File: config.mk
export PLATFORM = sky130hd
export DESIGN_NAME = rca_pipe
export DESIGN_NICKNAME = d
export VERILOG_FILES = /design/src/rtl/rca_pipe.sv
export SDC_FILE = /design/constraint.sdc
export NUM_CORES = 1
export LEC_CHECK = 0
export ABC_CLOCK_PERIOD_IN_PS = 3100
export CAP_MARGIN = 0
export CORE_MARGIN = 2
export CORE_UTILIZATION = 50
export CTS_BUF_LIST = sky130_fd_sc_hd__clkbuf_8
export DETAILED_ROUTE_END_ITERATION = 16
export PLACE_DENSITY = 0.73
export SLEW_MARGIN = 25
export SYNTH_ARGS = -nofsm -noshare
export SYNTH_HDL_FRONTEND = slang
export SYNTH_SLANG_ARGS = --single-unit
export TNS_END_PERCENT = 5
File: constraint.sdc
create_clock -name clk -period 3.1 [get_ports clk]
set_input_delay 0.31 -clock clk [delete_from_list [all_inputs] [get_ports clk]]
set_output_delay 0.31 -clock clk [all_outputs]
set_load 0.02 [all_outputs]
File: src/rtl/rca_pipe.sv
// Pipelined ripple-carry adder/subtractor: one SEG_W-bit segment resolved per stage,
// with a single global advance enable shared by every stage and by the input handshake.
module rca_pipe #(
    parameter int WIDTH = 32,
    parameter int SEG_W = 8
) (
    input  logic             clk,
    input  logic             rst,
    input  logic             in_valid,
    output logic             in_ready,
    input  logic [WIDTH-1:0] a,
    input  logic [WIDTH-1:0] b,
    input  logic             cin,
    input  logic             sub,
    output logic             out_valid,
    input  logic             out_ready,
    output logic [WIDTH-1:0] sum,
    output logic             cout,
    output logic             ovf
);
    localparam int STAGES = WIDTH / SEG_W;

    logic en_s;

    assign en_s     = !out_valid || out_ready;
    assign in_ready = en_s;

    for (genvar g = 0; g < STAGES; g++) begin : stg
        localparam int LO = g * SEG_W;
        localparam int HI = LO + SEG_W - 1;

        logic [WIDTH-1:LO] a_in_s;
        logic [WIDTH-1:LO] b_in_s;
        logic              c_in_s;
        logic              v_in_s;
        logic [SEG_W:0]    seg_s;
        logic [HI:0]       s_d;
        logic [HI:0]       s_q;
        logic              v_d;
        logic              v_q;
        logic              c_d;
        logic              c_q;

        assign seg_s = {1'b0, a_in_s[HI:LO]} + {1'b0, b_in_s[HI:LO]} + {{SEG_W{1'b0}}, c_in_s};

        // Bubbles carry all-zero payload so an idle pipe presents sum/cout/ovf = 0.
        if (g == 0) begin : src
            always_comb begin
                a_in_s = a;
                b_in_s = sub ? ~b : b;
                c_in_s = sub ? 1'b1 : cin;
                v_in_s = in_valid;
                if (v_in_s) begin
                    s_d = seg_s[SEG_W-1:0];
                end else begin
                    s_d = '0;
                end
            end
        end else begin : src
            always_comb begin
                a_in_s = stg[g-1].sk.a_q;
                b_in_s = stg[g-1].sk.b_q;
                c_in_s = stg[g-1].c_q;
                v_in_s = stg[g-1].v_q;
                if (v_in_s) begin
                    s_d = {seg_s[SEG_W-1:0], stg[g-1].s_q};
                end else begin
                    s_d = '0;
                end
            end
        end

        assign v_d = v_in_s;
        assign c_d = v_in_s & seg_s[SEG_W];

        // Stage valid, segment carry and accumulated low sum bits.
        always_ff @(posedge clk) begin
            if (rst) begin
                v_q <= 1'b0;
                c_q <= 1'b0;
                s_q <= '0;
            end else if (en_s) begin
                v_q <= v_d;
                c_q <= c_d;
                s_q <= s_d;
            end
        end

        if (g < STAGES - 1) begin : sk
            logic [WIDTH-1:HI+1] a_q;
            logic [WIDTH-1:HI+1] b_q;

            // Skew registers: operand segments not yet consumed by a later stage.
            always_ff @(posedge clk) begin
                if (rst) begin
                    a_q <= '0;
                    b_q <= '0;
                end else if (en_s) begin
                    a_q <= v_in_s ? a_in_s[WIDTH-1:HI+1] : '0;
                    b_q <= v_in_s ? b_in_s[WIDTH-1:HI+1] : '0;
                end
            end
        end else begin : fin
            logic ovf_d;
            logic ovf_q;

            assign ovf_d = v_in_s && (a_in_s[WIDTH-1] == b_in_s[WIDTH-1])
                                  && (seg_s[SEG_W-1] != a_in_s[WIDTH-1]);

            // Signed overflow is judged in the last stage where the operand MSBs arrive.
            always_ff @(posedge clk) begin
                if (rst) begin
                    ovf_q <= 1'b0;
                end else if (en_s) begin
                    ovf_q <= ovf_d;
                end
            end

            assign out_valid = v_q;
            assign sum       = s_q;
            assign cout      = c_q;
            assign ovf       = ovf_q;
        end
    end

endmodule

* Word level (Yosys, flattened, before mapping)
Index checks and enable logic that the tools add are counted.
Widths: inputs -> output; s select.
** Cells by class
- Add/subtract/negate cells :: 8
- Eq/ne operators :: 2
- Multiplexer cells :: 12
- Bitwise logic cells :: 5
- Reduce and logical (&&, ||, !) cells :: 4
** Operators by type and width (number)
- $mux 24 :: 3
- $mux 32 :: 2
- $mux 16 :: 3
- $add 8x8->9 :: 4
- $add 9x1->9 :: 4
- $not 32->32 :: 1
- $mux 8 :: 3
- $and 1x1->1 :: 4
- $logic_and 1x1->1 :: 2
- $eq 1x1->1 :: 1
- $logic_not 1->1 :: 1
- $logic_or 1x1->1 :: 1
- $mux 1 :: 1
- $ne 1x1->1 :: 1
** Word-level totals
- Bits in registers :: 185
- Output and inout port bits :: 36
- Logic and storage cells :: 50

* Depth between registers and ports, before layout
- Depth after elaboration :: 5
- Gate-level depth with buffers :: 10
- Mapped depth without buffers :: 8

* Worst setup path before layout
No wires, ideal clock.
- Kind :: input port to flip-flop
- From :: in sub
- To :: reg stg[0].s_q[6]
- Setup time :: 0.062 ns
- Arrival time :: 2.729 ns
- Data required time :: 3.038 ns
- Setup slack :: 0.309 ns
- Cell stages on the path :: 10
- Path buffers :: 2
- Cell sequence :: buf_2 -> buf_2 -> or2_2 -> fa_1 -> fa_1 -> a211oi_2 -> o21bai_1 -> a21o_1 -> or3_1 -> nand3_1
** On the way
- Word-level cells in the longest chain between the ends :: 4
- Elaborated cells between the ends (all ways) :: 5
** RTL lines
- start, declared :: RTL line 14 : input logic sub,
- $mux 32 :: RTL line 50 : b_in_s = sub ? ~b : b;
- $add 8x8->9 :: RTL line 44 : assign seg_s = {1'b0, a_in_s[HI:LO]} + {1'b0, b_in_s[HI:LO]} + {{SEG_W{1'b0}}, c_in_s};
- $add 9x1->9 * :: RTL line 44
- $mux 8 * :: RTL line 53 : if (v_in_s) begin
- end signal, assigned :: RTL line 81 : s_q <= '0;
- end signal, assigned :: RTL line 85 : s_q <= s_d;
- end, declared :: RTL line 38 : logic [HI:0] s_q;
Mark *: on every way between the ends. The rest lies on a longest branch, timed or not.
A chain may end at the register's enable or synchronous reset.

* Final worst setup path
- From :: in cin
- To :: reg stg[0].s_q[6]
** On the way
- Word-level cells in the longest chain between the ends :: 3
** RTL lines
- start, declared :: RTL line 13 : input logic cin,
- $mux 1 :: RTL line 51 : c_in_s = sub ? 1'b1 : cin;
- $add 9x1->9 :: RTL line 44
- $mux 8 :: RTL line 53
No other way between the ends.

==> impl_metrics.ini <==
[clock_network]
clkLatencyLatePin_ns = 0.47
cts_buffers = 17
h-tree-depth = 4
tritoncts = built
post-cts-setup-buffer-count = 0
cts_buffer_depth = 2
clk_pin_slew_ns = 0.09
root_buffer = clkbuf_8
cts.hold.buffers_added = 0
clkSinkCount = 185
cts_resized = 0

[sta]
worst_pin_slew_ns = 1.04
clock.fmax_mhz = 412
slew_headroom_pct = 30.8
period_minus_slack_ns = 2.43
rsz0062_at_grt = no
hold_viol_final = 0
finClkSkew_ns = 0.00817
fin_crit_sh_pct = 78.3
setup_tns_ns = 0
slew_viol_final = 0
setup_viol = 0
worst_slack_ns = 0.672

[place]
pre_cts_ws_ns = 0.193
dpl.hpwl_um = 11700
io_buffer_count = 105
place_congestion = 0.805

[layout]
nFillCells = 1548
final_cell_mix = dfxtp_1, nand2_1, a21oi_1, nand3_1, clkdlybuf4s50_1
seqCellArea_um2 = 3700
layout_commonest_cell = dfxtp_1
multi_input_area_um2 = 4080
nets = 1143
drive_gt1_share_pct = 5.43
syn_to_final_growth_pct = 17.6
diodes = 0

[pwr]
leakage_nw = 3.51
peakVddDrop_uv = 355
p_per_area_nw_per_um2 = 492
power_w = 0.00479

[hold_path]
hp-start = rst
hold-path-endpoint = stg[0].s_q[3]
hp-class = primary input to flop
whs_path_depth = 2

[critical_path]
path_max_fanout = 3
end_kind = flop
r2r-end = sum[30]
r2r_start = stg[2].c_q
arrival_ns = 2.84
crit_buf_inv = 1
crit_type = primary input to flop
reg2reg_depth = 8
cp.required_ns = 3.51
worst_path_dominant_cell_family = adder cells
r2r_slack_ns = 0.93
cp_slowest_cell = fa_1
max_stage_delay_ns = 0.48
startpoint_type = primary input
crit_path_cell_trace = clkdlybuf4s50_1 -> or2_2 -> fa_1 -> fa_1 -> a211oi_2 -> o21bai_1 -> a21o_1 -> or3_1 -> nand3_1
crit_path_frequent_cell = fa_1

[routing]
postRouteAntennaNets = 0
drt_iter0_drc = 622
routed_wirelength_um = 18500
drtPass1Iterations = 5
dr_total_vias = 6887
remaining_drc_errors = 0
wl_per_cell_um = 14.6
vias_per_cell = 5.42

[die]
num_rows = 47
die_h_um = 133
die_area_um2 = 17600
core_area_um2 = 16400
io_pins = 106
die_w_um = 133
initial_core_util_pct = 50.5

[global_routing]
antenna_found_initial = 0
grt_overflow = 0
grt_pass1_wl_um = 31200
track_usage_pct = 21.4
grt_max_degree = 188
grt_pass1_vias = 6467

[yosys]
yosysSeqAreaShare_pct = 44.7
syn_area_um2 = 8290
ys_types = 48
synthFlopType = dfxtp_1
netlist_instances = 985
synth_seq_cells = 185
ys_async_sr_fraction_pct = 0
synth_edf_count = 0
synth_warnings = 0
synth_fp_nets = 1091
synth_area_per_cell_um2 = 8.41

[flow_run]
cap_violations = 0

[run_status]
outcome = finished, final reports clean
area by class of cell:
class	count	share of cell area, %
multi-input combinational	706	41.9
inverter	11	0.449
timing repair buffer	116	11.9
sequential	185	38.0
clock buffer	19	2.68
tap	220	2.83
clock inverter	13	2.21
worst max-delay path by stage:
stage                     startpoint             to  slack, ns  cells past startpoint
after CTS                        cin  stg[0].s_q[6]       0.68                      9
final                            cin  stg[0].s_q[6]       0.67                      9
after detailed placement         cin  stg[0].s_q[6]       0.19                      9
after floorplan                  sub  stg[0].s_q[6]       0.31                     10
after global routing             cin  stg[0].s_q[6]       0.61                      9
after global placement           cin  stg[0].s_q[6]       0.22                      9
cell families (layout without fill, tap and decap cells):
kind of cell,Yosys count,count (layout),share of synthesized area (%)
DFF,185,185,44.7
adders and majority gates,36,36,6.16
xor gates and xnor gates,41,41,4.33
muxes,3,3,0.362
and+or+nand+nor,386,386,21.3
AOI/OAI and AO/OA,240,240,17.0
buffers and inverters,94,159,6.13
Yosys cell counts (8+ instances only):
cell / instances / share of area, %
o21ai_0: 21 / 1.3
nand3_1: 139 / 8.4
a21oi_1: 146 / 8.8
a21o_1: 11 / 1.0
buf_2: 16 / 0.97
buf_6: 17 / 2.3
nor2_1: 48 / 2.2
a211oi_1: 10 / 0.91
nand2_1: 151 / 6.8
ha_1: 28 / 4.2
dfxtp_1: 185 / 45
buf_1: 10 / 0.45
fa_1: 8 / 1.9
clkbuf_1: 38 / 1.7
xor2_1: 37 / 3.9
inv_1: 10 / 0.45
a22oi_1: 27 / 2.4
through the flow:
stage,utilization (%),hold WS [ns],instances,area (um^2)
finish,59.4,0.219,1270,9740
global route,59.4,0.224,1270,9740
CTS,59.4,0.200,1270,9740
detailed placement,56.5,0.444,1238,9270
global placement,56.5,0.438,1238,9270
floorplan,-,0.432,985,8290
sequential cells by signal (all words and copies together) (netlist names):
signal      count
stg.sk.a_q     48
ovf             1
sum            32
stg.v_q         3
out_valid       1
cout            1
stg.s_q        48
stg.sk.b_q     48
stg.c_q         3
worst register-to-register path, stage by stage (launching register included):
cell,delay [ns]
dfxtp_1,0.36
fa_1,0.49
inv_1,0.10
fa_1,0.20
nor2b_1,0.06
o21ai_1,0.18
a21oi_1,0.13
or3_1,0.32
a32o_1,0.24
power by group:
part           switching (W)  leakage [nW]  total [W]  internal [W]
registers          0.0000417          1.50    0.00247       0.00243
clock network       0.000874         0.236    0.00189       0.00101
logic               0.000228          1.77   0.000435      0.000207
total                0.00114          3.51    0.00479       0.00365
metal layers:
metal	global-route usage [%]	routed length, um	vias to the layer above
met2	33.6	8590	151
met4	6.81	311	0
li1	-	-	3524
met3	4.02	786	23
met1	29.9	8830	3189
met5	0	0	-
Note: power is estimated with default switching activity, not from simulation.
